$ cat config.mk
export PLATFORM = sky130hd
export DESIGN_NAME = alu_op_sequencer
export DESIGN_NICKNAME = d
export VERILOG_FILES = /design/src/rtl/alu_pkg.sv /design/src/rtl/sat_counter.sv /design/src/rtl/alu_op_sequencer.sv
export SDC_FILE = /design/constraint.sdc
export NUM_CORES = 1
export LEC_CHECK = 0
export BUFFER_PORTS_ARGS = -buffer_cell sky130_fd_sc_hd__buf_2
export CORE_ASPECT_RATIO = 1.1
export CORE_MARGIN = 4
export CORE_UTILIZATION = 35
export DETAILED_ROUTE_END_ITERATION = 12
export PLACE_DENSITY = 0.64
export SETUP_SLACK_MARGIN = 0.5
export SYNTH_ARGS = -nofsm -noshare
export SYNTH_HDL_FRONTEND = slang
export SYNTH_HIERARCHICAL = 1
export SYNTH_SLANG_ARGS = --single-unit
$ cat constraint.sdc
create_clock -name clk -period 3.04 [get_ports clk]
set_input_delay 0.304 -clock clk [delete_from_list [all_inputs] [get_ports clk]]
set_output_delay 0.304 -clock clk [all_outputs]
set_load 0.005 [all_outputs]
$ cat src/rtl/alu_pkg.sv
`default_nettype none
// ============================================================================
// Module      : alu_pkg
// Description : Shared definitions for the ALU breadboard sequencer: opcode
//               encodings, error codes and the sequencer state type.
// Revision    : 1.0 - initial release
// ============================================================================
package alu_pkg;

   // Breadboard opcode encodings
   localparam logic [3:0] OP_ADD  = 4'b0000;
   localparam logic [3:0] OP_SUB  = 4'b0001;
   localparam logic [3:0] OP_DIV  = 4'b0010;
   localparam logic [3:0] OP_MOD  = 4'b0011;
   localparam logic [3:0] OP_AND  = 4'b0100;
   localparam logic [3:0] OP_NAND = 4'b0101;
   localparam logic [3:0] OP_OR   = 4'b0110;
   localparam logic [3:0] OP_NOR  = 4'b0111;
   localparam logic [3:0] OP_NOT  = 4'b1000;
   localparam logic [3:0] OP_NOOP = 4'b1001;
   localparam logic [3:0] OP_XOR  = 4'b1010;
   localparam logic [3:0] OP_XNOR = 4'b1011;

   // Every opcode at or above this value is unsupported by the breadboard
   localparam logic [3:0] OP_ILLEGAL_MIN = 4'b1100;

   // Response error codes
   localparam logic [1:0] ERR_NONE    = 2'b00;
   localparam logic [1:0] ERR_OVF     = 2'b01;
   localparam logic [1:0] ERR_DIV0    = 2'b10;
   localparam logic [1:0] ERR_ILLEGAL = 2'b11;

   typedef enum logic [1:0] {
      ST_IDLE   = 2'd0,
      ST_SETTLE = 2'd1,
      ST_RESP   = 2'd2
   } seq_state_t;

endpackage
`default_nettype wire

$ cat src/rtl/sat_counter.sv
`default_nettype none
// ============================================================================
// Module      : sat_counter
// Description : Width-parameterised up-counter that sticks at all-ones.
// Ports       : clk   - clock
//               rst_n - asynchronous active-low reset (clears count)
//               inc   - increment request for this cycle
//               count - current count value
// Revision    : 1.0 - initial release
// ============================================================================
module sat_counter #(
   parameter int unsigned WIDTH = 8
) (
   input  logic             clk,
   input  logic             rst_n,
   input  logic             inc,
   output logic [WIDTH-1:0] count
);

   always_ff @(posedge clk or negedge rst_n) begin
      if (!rst_n) begin
         count <= '0;
      end else if (inc && !(&count)) begin
         count <= count + WIDTH'(1);
      end
   end

endmodule
`default_nettype wire

$ cat src/rtl/alu_op_sequencer.sv
`default_nettype none
// ============================================================================
// Module      : alu_op_sequencer
// Description : Initiator-side controller for the combinational ALU
//               breadboard. Accepts requests (valid/ready), drives operands
//               and opcode, waits a settle time, captures result/error and
//               returns them on a valid/ready response channel. Keeps an
//               accumulator of the last good result and a saturating count
//               of error responses.
// Ports       : clk, rst_n                      - clock, async active-low reset
//               req_valid/req_ready             - request handshake
//               req_opcode, req_a, req_b        - operation and operands
//               req_use_acc                     - take input1 from acc
//               alu_in1, alu_in2, alu_opcode    - breadboard drive
//               alu_out, alu_err                - breadboard result/error
//               rsp_valid/rsp_ready             - response handshake
//               rsp_result, rsp_err             - response payload
//               acc, err_count                  - accumulator, error count
// Revision    : 1.0 - initial release
// ============================================================================
module alu_op_sequencer
   import alu_pkg::*;
#(
   parameter int unsigned DATA_W        = 32,
   parameter int unsigned SETTLE_CYCLES = 1,
   parameter int unsigned ERRCNT_W      = 8
) (
   input  logic                clk,
   input  logic                rst_n,
   input  logic                req_valid,
   output logic                req_ready,
   input  logic [3:0]          req_opcode,
   input  logic [DATA_W-1:0]   req_a,
   input  logic [DATA_W-1:0]   req_b,
   input  logic                req_use_acc,
   output logic [DATA_W-1:0]   alu_in1,
   output logic [DATA_W-1:0]   alu_in2,
   output logic [3:0]          alu_opcode,
   input  logic [63:0]         alu_out,
   input  logic [1:0]          alu_err,
   output logic                rsp_valid,
   input  logic                rsp_ready,
   output logic [63:0]         rsp_result,
   output logic [1:0]          rsp_err,
   output logic [63:0]         acc,
   output logic [ERRCNT_W-1:0] err_count
);

   localparam int unsigned      c_cnt_w       = 4;
   localparam logic [c_cnt_w-1:0] c_settle_load = c_cnt_w'(SETTLE_CYCLES - 1);

   seq_state_t         r_state;
   seq_state_t         w_state_nxt;
   logic [c_cnt_w-1:0] r_settle_cnt;
   logic [DATA_W-1:0]  w_eff_in1;
   logic               w_req_fire;
   logic               w_rsp_fire;
   logic               w_op_illegal;
   logic               w_op_div0;

   // acc is sampled at the request edge, so the chained operand is the
   // value left by the previous response handshake.
   assign w_eff_in1    = req_use_acc ? acc[DATA_W-1:0] : req_a;

   // Gate with rst_n so the channel reads not-ready throughout reset.
   assign req_ready    = (r_state == ST_IDLE) && rst_n;
   assign rsp_valid    = (r_state == ST_RESP);
   assign w_req_fire   = req_valid && req_ready;
   assign w_rsp_fire   = rsp_valid && rsp_ready;
   assign w_op_illegal = (req_opcode >= OP_ILLEGAL_MIN);
   // The breadboard divides by input1, so that is the operand screened here.
   assign w_op_div0    = ((req_opcode == OP_DIV) || (req_opcode == OP_MOD))
                         && (w_eff_in1 == '0);

   // ---------------------------------------------------------------- FSM
   always_ff @(posedge clk or negedge rst_n) begin
      if (!rst_n) begin
         r_state <= ST_IDLE;
      end else begin
         r_state <= w_state_nxt;
      end
   end

   always_comb begin
      w_state_nxt = r_state;
      case (r_state)
         ST_IDLE: begin
            if (w_req_fire) begin
               // Locally detected errors skip the breadboard entirely.
               if (w_op_illegal || w_op_div0) begin
                  w_state_nxt = ST_RESP;
               end else begin
                  w_state_nxt = ST_SETTLE;
               end
            end
         end
         ST_SETTLE: begin
            if (r_settle_cnt == '0) begin
               w_state_nxt = ST_RESP;
            end
         end
         ST_RESP: begin
            if (w_rsp_fire) begin
               w_state_nxt = ST_IDLE;
            end
         end
         default: w_state_nxt = ST_IDLE;
      endcase
   end

   // ----------------------------------------------------------- datapath
   always_ff @(posedge clk or negedge rst_n) begin
      if (!rst_n) begin
         alu_in1      <= '0;
         alu_in2      <= '0;
         alu_opcode   <= OP_NOOP;
         rsp_result   <= '0;
         rsp_err      <= ERR_NONE;
         acc          <= '0;
         r_settle_cnt <= '0;
      end else begin
         case (r_state)
            ST_IDLE: begin
               if (w_req_fire) begin
                  if (w_op_illegal) begin
                     rsp_result <= '0;
                     rsp_err    <= ERR_ILLEGAL;
                  end else if (w_op_div0) begin
                     rsp_result <= '0;
                     rsp_err    <= ERR_DIV0;
                  end else begin
                     alu_in1      <= w_eff_in1;
                     alu_in2      <= req_b;
                     alu_opcode   <= req_opcode;
                     r_settle_cnt <= c_settle_load;
                  end
               end
            end
            ST_SETTLE: begin
               if (r_settle_cnt == '0) begin
                  rsp_result <= alu_out;
                  rsp_err    <= alu_err;
               end else begin
                  r_settle_cnt <= r_settle_cnt - c_cnt_w'(1);
               end
            end
            ST_RESP: begin
               if (w_rsp_fire && (rsp_err == ERR_NONE)) begin
                  acc <= rsp_result;
               end
            end
            default: ;
         endcase
      end
   end

   sat_counter #(
      .WIDTH (ERRCNT_W)
   ) u_err_cnt (
      .clk   (clk),
      .rst_n (rst_n),
      .inc   (w_rsp_fire && (rsp_err != ERR_NONE)),
      .count (err_count)
   );

endmodule
`default_nettype wire

==> results of run 1 <==
## cells in the final DEF, fill, tap and decap left out, types with 5 or more instances in the layout
cell type,Yosys,final
dfrtp_1,210,210
inv_1,5,5
mux2_2,96,96
nor4_1,13,9
dlygate4sd3_1,0,6
nor2_1,137,137
clkbuf_1,21,8
clkbuf_16,0,25
buf_12,0,5
a21oi_1,40,40
nand4_1,5,5
nand3_1,6,5
o21ai_0,5,5
mux2_1,6,6
mux2i_1,33,33
buf_2,7,345
nand2_1,11,10
buf_4,10,8
nor3_1,72,71
a31oi_1,32,32
## metal layers
metal | GRT usage | vias to the layer above | routed length [um]
li1 | - | 3353 | -
met1 | 0.252 | 3467 | 11300
met2 | 0.321 | 269 | 13300
met3 | 0.0505 | 54 | 2120
met4 | 0.0658 | 4 | 852
met5 | 0 | - | 21
## worst max path at each step
stage                          startpoint             end  slack (ns)  depth (start not counted)
after floorplan                    acc[6]     alu_in2[10]        1.10                          7
after global placement          req_a[23]     alu_in2[11]        0.36                          7
after detailed placement        req_a[21]     alu_in2[17]        0.36                          7
after CTS                         acc[15]      alu_in2[9]        0.53                          6
after global routing      r_settle_cnt[0]      rsp_err[0]        0.51                          6
final                              acc[0]  rsp_result[12]        0.69                          7
## worst max-delay path, delay by kind of cell, from the launching register on
| kind | cells | cell delay (ns) |
|---|---|---|
| compound gates | 1 | 0.15 |
| flops | 1 | 0.50 |
| mux | 1 | 0.26 |
| buf+inv | 1 | 0.28 |
| simple gates | 4 | 0.93 |
## state kept, by name (all words and copies together) (netlist names)
| register | cells |
|---|---|
| r_settle_cnt | 4 |
| alu_in1 | 32 |
| rsp_err | 2 |
| r_state | 2 |
| alu_opcode | 4 |
| u_err_cnt/count | 8 |
| rsp_result | 64 |
| alu_in2 | 32 |
| acc | 64 |
## power groups by stage
stage | registers, uW | clock network [uW] | logic [uW]
4_1_cts | 5240 | 2990 | 4140
3_3_place_gp | 5230 | 0 | 4050
3_5_place_dp | 5270 | 0 | 4120
6_report | 5240 | 2910 | 4050
5_1_grt | 5440 | 3120 | 4540
2_1_floorplan | 5120 | 0 | 1900
## what timing repair did
item                                   CTS  global route
setup endpoints to repair               36            41
endpoints found under the hold margin   42             0
resized for setup                        2             4
hold buffers                             6             0
## through the flow
step / instance area (um^2) / hold WS, ns / worst slack [ns] / util / std cells
2_1_floorplan: 8820 / 0.00841 / 1.10 / - / 756
3_3_place_gp: 10900 / 0.468 / 0.365 / 0.444 / 1378
3_5_place_dp: 10900 / 0.478 / 0.360 / 0.444 / 1378
4_1_cts: 11800 / 0.000243 / 0.527 / 0.479 / 1428
5_1_grt: 11800 / 0.00718 / 0.510 / 0.480 / 1428
6_report: 11800 / 0.0215 / 0.687 / 0.480 / 1428
## cell families (layout without fill, tap and decap cells)
family | after synthesis | in the layout | synth area share
AOI/OAI and AO/OA | 87 | 87 | 0.0583
xor gates and xnor gates | 4 | 4 | 0.00397
adders and majority gates | 3 | 3 | 0.00426
buffers and inverters | 53 | 415 | 0.0278
DFF | 212 | 212 | 0.602
muxes | 135 | 135 | 0.168
and+or+nand+nor | 262 | 262 | 0.136
## cell type report
| cell class | count | area share |
|---|---|---|
| multi-input cells | 491 | 0.282 |
| well taps | 310 | 0.0328 |
| repair buffers | 366 | 0.167 |
| inverters | 5 | 0.00159 |
| flip-flops and latches | 212 | 0.449 |
| clock buffers | 37 | 0.0601 |
| clock inverters | 7 | 0.00741 |
==> summary.md, run 1 <==
| Metric | Value |
|---|---|
| Post-layout nets | `1242` |
| Ys async rst share | `1.00` |
| Via density per instance | `5.00` |
| Routed len/inst | `slightly below 20 um` |
| Mapped cell area | `8820 um^2` |
| Vias | `around 7000` |
| CP Cell Sequence | `nor4_2 -> nand4_1 -> mux2i_1 -> a21boi_4 -> nor3_4 -> buf_12 -> nor3_1` |
| RSZ-0062 raised after global routing | `no` |
| Ranking of synthesized cells by area | `dfrtp_1 60%, mux2_2 12%, nor2_1 5.8%` |
| Top_reg_cell synth | `dfrtp_1` |
| Seq cells post-synth | `between 200 and 250` |
| First-pass GRT wire length | `43600 um` |
| Avg Inst Size Synth | `11.7 um^2` |
| Synth-to-layout area growth | `34.0%` |
| Root buf cell | `clkbuf_16` |
| Fmax | `425 MHz` |
| Setup bufs post-CTS | `0` |
| Chip Width | `159 um` |
| CP Data Required Time | `3.41 ns` |
| Combinational power share | `0.332` |
| Worst-path maximum fanout | `65` |
| Clk network pwr share | `0.238` |
| Critical path class | `flop to flop` |
| Slew headroom | `0.457` |
| CTS Sinks | `212` |
| DR iter-0 viols | `approximately 400` |
| Worst reg-to-reg path cell count | `7` |
| Hold Crit Depth | `2` |
| Area leader, netlist | `dfrtp_1` |
| I/O pins | `347` |
| Clk_skew | `between 0.01 and 0.015 ns` |
| Worst hold path type | `input pin to flop` |
| Worst setup EP type | `flop` |
| Net Switching | `~4100 uW` |
| Final Hold Fails | `0` |
| Initial antenna violation count | `2` |
| TNS Setup | `0 ns` |
| Final Cycle Share | `0.774` |
| Crit-path slowest cell | `dfrtp_1` |
| Post-synthesis sequential area ratio | `0.602` |
| Post-synthesis instance total | `approximately 760` |
| Reg power frac | `0.429` |
| Layout cells sized above 1 | `0.456` |
| Pwr Density | `slightly above 1000 nW/um^2` |
| RR Endpoint | `rsp_result[12]` |
| Minimum period implied by the final worst setup slack | `2.35 ns` |
| Int Pwr | `8070 uW` |
| Final ANT Viol Nets | `0` |
| Switching share of total power | `0.339` |
| Max Slew Vio Count | `0` |
| Worst Setup Start Kind | `flop` |
| DRC violations left | `0` |
| Worst Hold Path EP | `alu_in2[23]` |
| DR pass1 iterations | `4` |
| Vias in the first global route | `7377` |
| GR Overflow Total | `0` |
| Syn_nets | `898` |
| Worst slew pin tran | `0.815 ns` |
| Port Buf Inserts | `around 350` |
| Total Power | `between 10000 and 15000 uW` |
| Min-delay src | `req_b[23]` |
| Post-synth EDFFs | `0` |
| Starting density of the core | `0.358` |
| # rows | `60` |
| Largest stage delay, worst path | `0.50 ns` |
| Ant diodes | `0` |
| Post-DP HPWL | `20100 um` |
| Overall Global Routing Usage | `0.195` |
| CTS H-Tree Depth | `1` |
| Routed WL | `27600 um` |
| RR Startpoint | `acc[0]` |
| Register area | `~5300 um^2` |
| Clk buf depth | `3` |
| TritonCTS Buffers | `24` |
| Status | `complete, no violations` |
| Worst vdd ir | `598 uV` |
| Top cell type's share of synthesized area | `0.596` |
| Post-synthesis cell type count | `between 40 and 50` |
| Leakage power | `0.00591 uW` |
| Synth cell count leaders | `210 x dfrtp_1, 137 x nor2_1, 96 x mux2_2` |
| CTS tree | `done` |
| Largest net degree at the start of global routing | `142` |
| Core area | `24600 um^2` |
| Synth warn | `6` |
| Clk slew on worst S/H paths | `roughly 0.060 ns` |
| Area of the multi-input gates | `3330 um^2` |
| Die area | `27800 um^2` |
| Count leader, synth | `dfrtp_1` |
| Worst-skew pair later-pin latency | `0.51 ns` |
| Data arrival time of the worst path | `2.73 ns` |
| Maxcap violations | `0` |
| Reg2reg setup slack | `~0.69 ns` |
| Final setup fails | `0` |
| Fillcell total | `~2300` |
| Placer Congestion | `0.840` |
| Die height | `174 um` |
Power figures use the tool's default switching activity.
==> inputs of run 2 (changes only) <==
--- a/config.mk
+++ b/config.mk
@@ -5,12 +5,13 @@
 export SDC_FILE = /design/constraint.sdc
 export NUM_CORES = 1
 export LEC_CHECK = 0
+export ABC_AREA = 1
 export BUFFER_PORTS_ARGS = -buffer_cell sky130_fd_sc_hd__buf_2
 export CORE_ASPECT_RATIO = 1.1
 export CORE_MARGIN = 4
 export CORE_UTILIZATION = 35
 export DETAILED_ROUTE_END_ITERATION = 12
-export PLACE_DENSITY = 0.64
+export PLACE_DENSITY = 0.63
 export SETUP_SLACK_MARGIN = 0.5
 export SYNTH_ARGS = -nofsm -noshare
 export SYNTH_HDL_FRONTEND = slang
==> constraint.sdc (replaced) <==
create_clock -name clk -period 2.3 [get_ports clk]
set_input_delay 0.23 -clock clk [delete_from_list [all_inputs] [get_ports clk]]
set_output_delay 0.23 -clock clk [all_outputs]
set_load 0.005 [all_outputs]
==> run 2 against run 1 <==
Via count is 23% higher; sequential share of layout area fell by 9.0 points; clock-buffer cell count is 7 lower; routed wire length increased by 22%; sequential cell count unchanged; utilization increased by 9.8 points; non-clock buffer count grew 160; critical path type unchanged; critical endpoint is now rsp_result[17]; largest power group is now combinational cells.
==> summary.md, run 2 <==
| Metric | Value |
|---|---|
| Status | `complete, no violations (unchanged)` |
| CTS Sinks | `212 (unchanged)` |
| Top Layer Used | `met4 (was met5)` |
| Final Hold Fails | `0 (unchanged)` |
| Levels on crit path | `13 (was 7)` |
| Die area | `28800 um^2 (was 27800 um^2)` |
| Core area | `25600 um^2 (was 24600 um^2)` |
| Ys async rst share | `1.00 (unchanged)` |
| Layout cells sized above 1 | `0.484 (was 0.456)` |
| Pre-CTS setup slack | `0.141 ns (was 0.360 ns)` |
| Wire length on met2 | `16900 um (was 13300 um)` |
| Avg Inst Size Synth | `9.32 um^2 (was 11.7 um^2)` |
| Seq cells post-synth | `212 (unchanged)` |
| Worst-path maximum fanout | `8 (was 65)` |
| CP Data Required Time | `2.70 ns (was 3.41 ns)` |
| Metal1 wirelength | `13600 um (was 11300 um)` |
| Max Slew Vio Count | `0 (unchanged)` |
| Reg2reg setup slack | `0.44 ns (was 0.69 ns)` |
| Hold WS | `0.0120 ns (was 0.0215 ns)` |
| TNS Setup | `0 ns (unchanged)` |
| CTS H-Tree Depth | `1 (unchanged)` |
| Crit-path slowest cell | `dfrtp_1 (unchanged)` |
| Largest net degree at the start of global routing | `129 (was 142)` |
| Maxcap violations | `0 (unchanged)` |
| Fmax | `538 MHz (was 425 MHz)` |
| Initial antenna violation count | `1 (was 2)` |
| Mapped cell area | `9160 um^2 (was 8820 um^2)` |
| Worst setup EP type | `flop (unchanged)` |
| Root buf cell | `clkbuf_16 (unchanged)` |
| Port Buf Inserts | `346 (unchanged)` |
| Post-layout nets | `1621 (was 1242)` |
| TritonCTS Buffers | `24 (unchanged)` |
| Commonest non-fill, non-tap cell in the layout | `buf_2 (unchanged)` |
| Vias | `8800 (was 7147)` |
| # rows | `61 (was 60)` |
| RSZ-0062 raised after global routing | `yes (was no)` |
| RR Startpoint | `acc[23] (was acc[0])` |
| Post-DP HPWL | `20700 um (was 20100 um)` |
| Post-synthesis instance total | `983 (was 756)` |
| Syn_nets | `1125 (was 898)` |
| I/O pins | `347 (unchanged)` |
| DRC violations left | `0 (unchanged)` |
| Worst vdd ir | `1140 uV (was 598 uV)` |
| CTS tree | `done (unchanged)` |
| Top cell type's share of synthesized area | `0.574 (was 0.596)` |
| Largest registers | `acc: 64 flops, rsp_result: 64 flops (unchanged)` |
| Worst reg-to-reg path cell count | `13 (was 7)` |
| Worst-skew pair later-pin latency | `0.52 ns (was 0.51 ns)` |
| Ranking of synthesized cells by area | `dfrtp_1 57%, nand2_1 14%, mux2_2 6.9% (was dfrtp_1 60%, mux2_2 12%, nor2_1 5.8%)` |
| Routed len/inst | `18.3 um (was 19.3 um)` |
| Vias in the first global route | `8407 (was 7377)` |
| Hold Crit Depth | `3 (was 2)` |
| Starting density of the core | `0.358 (about the same)` |
| Worst hold path type | `input pin to flop (unchanged)` |
| CP endpoint | `rsp_result[17] (was rsp_result[12])` |
| Data arrival time of the worst path | `2.26 ns (was 2.73 ns)` |
| Met3 wire length | `2250 um (was 2120 um)` |
| Worst Setup Start Kind | `flop (unchanged)` |
| Worst slew pin tran | `0.738 ns (was 0.815 ns)` |
| Post-synthesis cell type count | `29 (was 41)` |
| Final setup fails | `0 (unchanged)` |
| Clk slew on worst S/H paths | `0.06 ns (about the same)` |
| Synth cell count leaders | `341 x nand2_1, 210 x dfrtp_1, 89 x inv_1 (was 210 x dfrtp_1, 137 x nor2_1, 96 x mux2_2)` |
| Final Cycle Share | `0.808 (was 0.774)` |
| CP startpoint | `acc[23] (was acc[0])` |
| Pwr Density | `1270 nW/um^2 (was 1030 nW/um^2)` |
| RR Endpoint | `rsp_result[17] (was rsp_result[12])` |
| Fillcell total | `2192 (was 2286)` |
| Via density per instance | `4.78 (was 5.00)` |
| Slew headroom | `0.508 (was 0.457)` |
| Minimum period implied by the final worst setup slack | `1.86 ns (was 2.35 ns)` |
| Die height | `178 um (was 174 um)` |
| GR Overflow Total | `0 (unchanged)` |
| Count leader, synth | `nand2_1 (was dfrtp_1)` |
| Critical path class | `flop to flop (unchanged)` |
| Synth-to-layout area growth | `61.5% (was 34.0%)` |
| Final worst slack | `0.441 ns (was 0.687 ns)` |
| CP Cell Sequence | `inv_2 -> nand2_1 -> nand2_1 -> nand2_1 -> nor2_1 -> nand2_1 -> nor2_2 -> nand3_4 -> nand3_4 -> nand2_8 -> clkbuf_16 -> nand2_2 -> nand2_1 (was nor4_2 -> nand4_1 -> mux2i_1 -> a21boi_4 -> nor3_4 -> buf_12 -> nor3_1)` |
| Routed WL | `33800 um (was 27600 um)` |
| Clk buf depth | `3 (unchanged)` |
| First-pass GRT wire length | `48000 um (was 43600 um)` |
| Chip Width | `162 um (was 159 um)` |
| Clk_skew | `0.0154 ns (was 0.0113 ns)` |
| DR iter-0 viols | `365 (was 395)` |
| Largest stage delay, worst path | `0.38 ns (was 0.50 ns)` |
| Top_reg_cell synth | `dfrtp_1 (unchanged)` |
| Commonest non-fill, non-tap cells in the layout | `345 x buf_2, 223 x nand2_1, 204 x dfrtp_1 (was 345 x buf_2, 210 x dfrtp_1, 137 x nor2_1)` |
| Placer Congestion | `0.845 (was 0.840)` |
| Area leader, netlist | `dfrtp_1 (unchanged)` |
| Final ANT Viol Nets | `0 (unchanged)` |
| Synth warn | `6 (unchanged)` |
| Leakage power | `0.00813 uW (was 0.00591 uW)` |
| DR pass1 iterations | `6 (was 4)` |
| Post-synth EDFFs | `0 (unchanged)` |
| Kind of cell adding the most delay to the critical path | `simple AND/OR/NAND/NOR gates (unchanged)` |
| CP bufs+invs | `2 (was 1)` |
| CP most frequent cell | `nand2_1` |
| Post-synthesis sequential area ratio | `0.579 (was 0.602)` |
| Overall Global Routing Usage | `0.210 (was 0.195)` |
[run 2: cell count changes after synthesis, sizes merged, moves of 46 or more]
| cell | previous run | this run |
|---|---|---|
| mux2 | 102 | 56 |
| nand4 | 6 | 64 |
| nand2 | 12 | 345 |
| o21ai | 6 | 73 |
| nor3 | 73 | 3 |
| nor2 | 137 | 42 |
| inv | 5 | 91 |
[run 2: worst min-delay path by stage]
stage	slack [ns]	startpoint	end
after floorplan	-0.07	rst_n	acc[0]
after global placement	0.35	rst_n	rsp_result[2]
after detailed placement	0.34	rst_n	rsp_result[6]
final	0.01	req_b[25]	alu_in2[25]
after CTS	0.007	req_b[25]	alu_in2[25]
after global routing	0.0002	req_b[25]	alu_in2[25]
[run 2: cells by family after synthesis]
family	synth area share
adder cells (fa/ha/maj)	0.00410
multiplexers	0.0688
AO/OA/AOI/OAI	0.0453
AND/OR/NAND/NOR	0.224
buffers and inverters	0.0754
XOR/XNOR	0.00287
flip-flops	0.579
[run 2: final cells by class]
class                      instances  area (um^2)  area share
sequential                       212         5320       0.359
multi-input combinational        624         3910       0.264
clock inverter                    12          213      0.0144
clock buffer                      30          654      0.0442
antenna                            1         2.50    0.000169
tap                              346          433      0.0293
inverter                          91          347      0.0234
timing repair buffer             526         3920       0.265
[run 2: worst register-to-register path: stages (launching register included)]
cell and delay, ns:
dfrtp_1 0.38, inv_2 0.07, nand2_1 0.05, nand2_1 0.08
nand2_1 0.06, nor2_1 0.12, nand2_1 0.08, nor2_2 0.14
nand3_4 0.12, nand3_4 0.16, nand2_8 0.14, clkbuf_16 0.22
nand2_2 0.07, nand2_1 0.05
[run 2: metal layers]
layer	global-route usage	vias up
met5	0	-
met4	0.0631	0
met3	0.0462	56
met2	0.351	354
met1	0.275	4217
li1	-	4173
[run 2: what timing repair did]
item,4_1_cts,5_1_grt
hold buffers,99,0
gates resized for setup,26,266
gates cloned,4,24
buffers inserted,5,32
setup endpoints to repair,139,163
pin swaps,2,28
endpoints found under the hold margin,308,0
[run 2: through the flow]
step	cell area, um^2	total power (uW)	utilization	std cells
floorplan	9170	9190	-	983
global placement	11200	12100	0.439	1635
detailed placement	11200	12200	0.439	1635
CTS	13300	17200	0.521	1785
global route	14800	19900	0.578	1842
finish	14800	18700	0.578	1842
[run 2: report_power, final]
part	internal, uW	switching [uW]
sequential	5290	1350
combinational	3780	4100
clock	2680	1550
total	11700	7000
==> inputs of run 3 (changes only) <==
--- a/config.mk
+++ b/config.mk
@@ -11,7 +11,7 @@
 export CORE_MARGIN = 4
 export CORE_UTILIZATION = 35
 export DETAILED_ROUTE_END_ITERATION = 12
-export PLACE_DENSITY = 0.63
+export PLACE_DENSITY = 0.66
 export SETUP_SLACK_MARGIN = 0.5
 export SYNTH_ARGS = -nofsm -noshare
 export SYNTH_HDL_FRONTEND = slang
==> constraint.sdc (replaced) <==
create_clock -name clk -period 1.5 [get_ports clk]
set_input_delay 0.15 -clock clk [delete_from_list [all_inputs] [get_ports clk]]
set_output_delay 0.15 -clock clk [all_outputs]
set_load 0.005 [all_outputs]
==> run 3 against run 2 <==
Sequential cell count is the same; largest cell class is now non-clock buffers; register-to-register slack lost 0.82 ns; utilization grew 6.2 points; power grew 70%; clock power grew 53%; largest power group unchanged; clock-buffer cell count grew 3; highest routed layer unchanged; worst hold slack lost 0.0024 ns; sequential power grew 48%; maximum frequency shrank 0.84%; the run now ends with negative setup slack left; first-iteration DRC count grew 73%; clock skew shrank 0.0041 ns; sequential share of layout area shrank 3.4 points.
==> summary.md, run 3 (same netlist as run 2, synthesis figures left out) <==
| Metric | Value |
|---|---|
| DR pass1 iterations | `5 (was 6)` |
| GR Overflow Total | `0 (unchanged)` |
| CP bufs+invs | `2 (unchanged)` |
| Clk slew on worst S/H paths | `0.07 ns (was 0.06 ns)` |
| CTS H-Tree Depth | `1 (unchanged)` |
| Minimum period implied by the final worst setup slack | `1.87 ns (was 1.86 ns)` |
| Synth-to-layout area growth | `78.8% (was 61.5%)` |
| Commonest non-fill, non-tap cells in the layout | `316 x buf_2, 272 x nand2_1, 192 x dfrtp_1, 192 x buf_4, 104 x dlygate4sd3_1 (was 345 x buf_2, 223 x nand2_1, 204 x dfrtp_1)` |
| CP most frequent cell | `nand2_1 (unchanged)` |
| Core area | `25600 um^2 (unchanged)` |
| # rows | `61 (unchanged)` |
| M1 GR Usage | `0.273 (was 0.275)` |
| CTS tree | `done (unchanged)` |
| Maxcap violations | `0 (unchanged)` |
| Pre-CTS setup slack | `-0.531 ns (was 0.141 ns)` |
| TNS Setup | `-48.92 ns (was 0 ns)` |
| Worst-path maximum fanout | `11 (was 8)` |
| Met2 Use GR | `0.384 (was 0.351)` |
| Combinational power share | `0.487 (was 0.421)` |
| Leakage power | `0.00907 uW (was 0.00813 uW)` |
| Chip Width | `162 um (unchanged)` |
| Layout cells sized above 1 | `0.518 (was 0.484)` |
| Via density per instance | `4.85 (was 4.78)` |
| Die area | `28800 um^2 (unchanged)` |
| Overall Global Routing Usage | `0.217 (was 0.210)` |
| Final worst slack | `-0.375 ns (was 0.441 ns)` |
| Clk_skew | `0.0113 ns (was 0.0154 ns)` |
| Worst Setup Start Kind | `flop (unchanged)` |
| Final setup fails | `214 (was 0)` |
| DR iter-0 viols | `633 (was 365)` |
| Violated checks | `negative setup slack` |
| Reg power frac | `0.309 (was 0.354)` |
| Int Pwr | `20400 uW (was 11700 uW)` |
| Largest stage delay, worst path | `0.39 ns (was 0.38 ns)` |
| Final Hold Fails | `0 (unchanged)` |
| Starting density of the core | `0.358 (unchanged)` |
| Max Slew Vio Count | `0 (unchanged)` |
| CP Data Required Time | `1.90 ns (was 2.70 ns)` |
| RSZ-0062 raised after global routing | `yes (unchanged)` |
| Port Buf Inserts | `346 (unchanged)` |
| Commonest non-fill, non-tap cell in the layout | `buf_2 (unchanged)` |
| Clk network pwr share | `0.204 (was 0.225)` |
| Clk buf depth | `3 (unchanged)` |
| Worst vdd ir | `1030 uV (was 1140 uV)` |
| Crit-path slowest cell | `dfrtp_1 (unchanged)` |
| Slew headroom | `0.428 (was 0.508)` |
| Vias | `9873 (was 8800)` |
| Net Switching | `11500 uW (was 7000 uW)` |
| Placer Congestion | `0.862 (was 0.845)` |
| Kind of cell adding the most delay to the critical path | `simple AND/OR/NAND/NOR gates (unchanged)` |
| GR Layer Usage met3 | `0.0404 (was 0.0462)` |
| Status | `finished, violations left (was complete, no violations)` |
| Switching share of total power | `0.361 (was 0.373)` |
| Worst-skew pair later-pin latency | `0.51 ns (was 0.52 ns)` |
| Largest net degree at the start of global routing | `84 (was 129)` |
| DRC violations left | `0 (unchanged)` |
| Data arrival time of the worst path | `2.27 ns (was 2.26 ns)` |
| Vias in the first global route | `9071 (was 8407)` |
| Pwr Density | `1950 nW/um^2 (was 1270 nW/um^2)` |
| Root buf cell | `clkbuf_16 (unchanged)` |
| Die height | `178 um (unchanged)` |
| First-pass GRT wire length | `50100 um (was 48000 um)` |
| Initial antenna violation count | `1 (unchanged)` |
| Fmax | `533 MHz (was 538 MHz)` |
| Worst hold path type | `input pin to async pin (was input pin to flop)` |
| Final Cycle Share | `1.25 (was 0.808)` |
| CTS Sinks | `212 (unchanged)` |
| GR peak layer | `met2 (unchanged)` |
| Worst slew pin tran | `0.858 ns (was 0.738 ns)` |
| Post-layout nets | `1810 (was 1621)` |
| TritonCTS Buffers | `24 (unchanged)` |
| Post-DP HPWL | `21900 um (was 20700 um)` |
| Critical path class | `flop to flop (unchanged)` |
| Routed WL | `37800 um (was 33800 um)` |
| Worst setup EP type | `flop (unchanged)` |
| Largest registers | `acc: 64 flops, rsp_result: 64 flops (unchanged)` |
| CP Cell Sequence | `inv_2 -> nand2_2 -> nand2_2 -> nand2_1 -> nor2_1 -> nand2_1 -> nor2_2 -> nand3_4 -> nand3_4 -> nand2_8 -> buf_6 -> nand2_1 -> nand2_1 (was inv_2 -> nand2_1 -> nand2_1 -> nand2_1 -> nor2_1 -> nand2_1 -> nor2_2 -> nand3_4 -> nand3_4 -> nand2_8 -> clkbuf_16 -> nand2_2 -> nand2_1)` |
| Layout Cells excl Fill | `2034 (was 1842)` |
| Final ANT Viol Nets | `0 (unchanged)` |
| Routed len/inst | `18.6 um (was 18.3 um)` |
| Cells after DPL | `1728 (was 1635)` |
| I/O pins | `347 (unchanged)` |
run 3: cell count changes in the layout (fill, tap and decap cells not counted), sizes merged:
cell	change
clkinvlp	+3
bufinv	-2
clkinv	-2
dlygate4sd3	+5
dlymetal6s4s	+1
buf	+186
diode	+1
nand2	-1
clkbuf	+1
run 3: worst paths after layout:
check / startpoint / end / slack [ns] / cells after the start
min in group clk: req_a[22] / alu_in1[22] / 0.01 / 5
setup reg to reg: acc[23] / rsp_result[16] / -0.37 / 13
hold / removal: rst_n / rsp_result[6] / 0.01 / 3
max in group asynchronous: rst_n / u_err_cnt/count[7] / 0.45 / 4
hold reg to reg: alu_in1[8] / alu_in1[8] / 0.49 / 2
setup / recovery: acc[23] / rsp_result[16] / -0.37 / 13
run 3: through the flow:
step	hold slack, ns	instance area (um^2)	total power [uW]	util
after global routing	0.0209	16400	33600	0.641
after CTS	-0.00658	14300	27700	0.559
after global placement	0.176	12100	20400	0.474
after floorplan	-0.146	9330	14400	-
after detailed placement	0.173	12100	20600	0.474
final	0.00966	16400	31900	0.641
run 3: layer usage:
layer  wire [um]  part of all wire  up-vias
li1            -                 -     4541
met1       14500              0.38     4782
met2       19300              0.51      463
met3        2670             0.071       87
met4        1280             0.034        0
met5           0                 0        -
run 3: final cells by class:
cell class | instances | area, um^2
clock inverter | 11 | 165
clock buffer | 33 | 726
multi-input combinational | 623 | 3680
timing repair buffer | 716 | 5690
sequential | 212 | 5330
fill | 1905 | 9190
inverter | 91 | 354
tap | 346 | 433
antenna | 2 | 5.00
run 3: repair_timing:
item                                   4_1_cts  5_1_grt
gates cloned                                 4       19
gates resized for setup                     28      207
hold buffers                               105        0
setup endpoints to repair                  420      531
endpoints found under the hold margin      123        0
buffers inserted                             5      127
pin swaps                                   10       34
run 3: power groups by stage:
stage	clock, uW	combinational (uW)	sequential [uW]
6_report	6490	15500	9860
5_1_grt	6850	16600	10100
4_1_cts	6600	11400	9720
3_5_place_dp	0	10900	9760
3_3_place_gp	0	10700	9670
2_1_floorplan	0	4710	9730
run 3: worst min-delay path, delay by kind of cell:
family	cells	cell delay (ns)
buf+inv	3	0.91
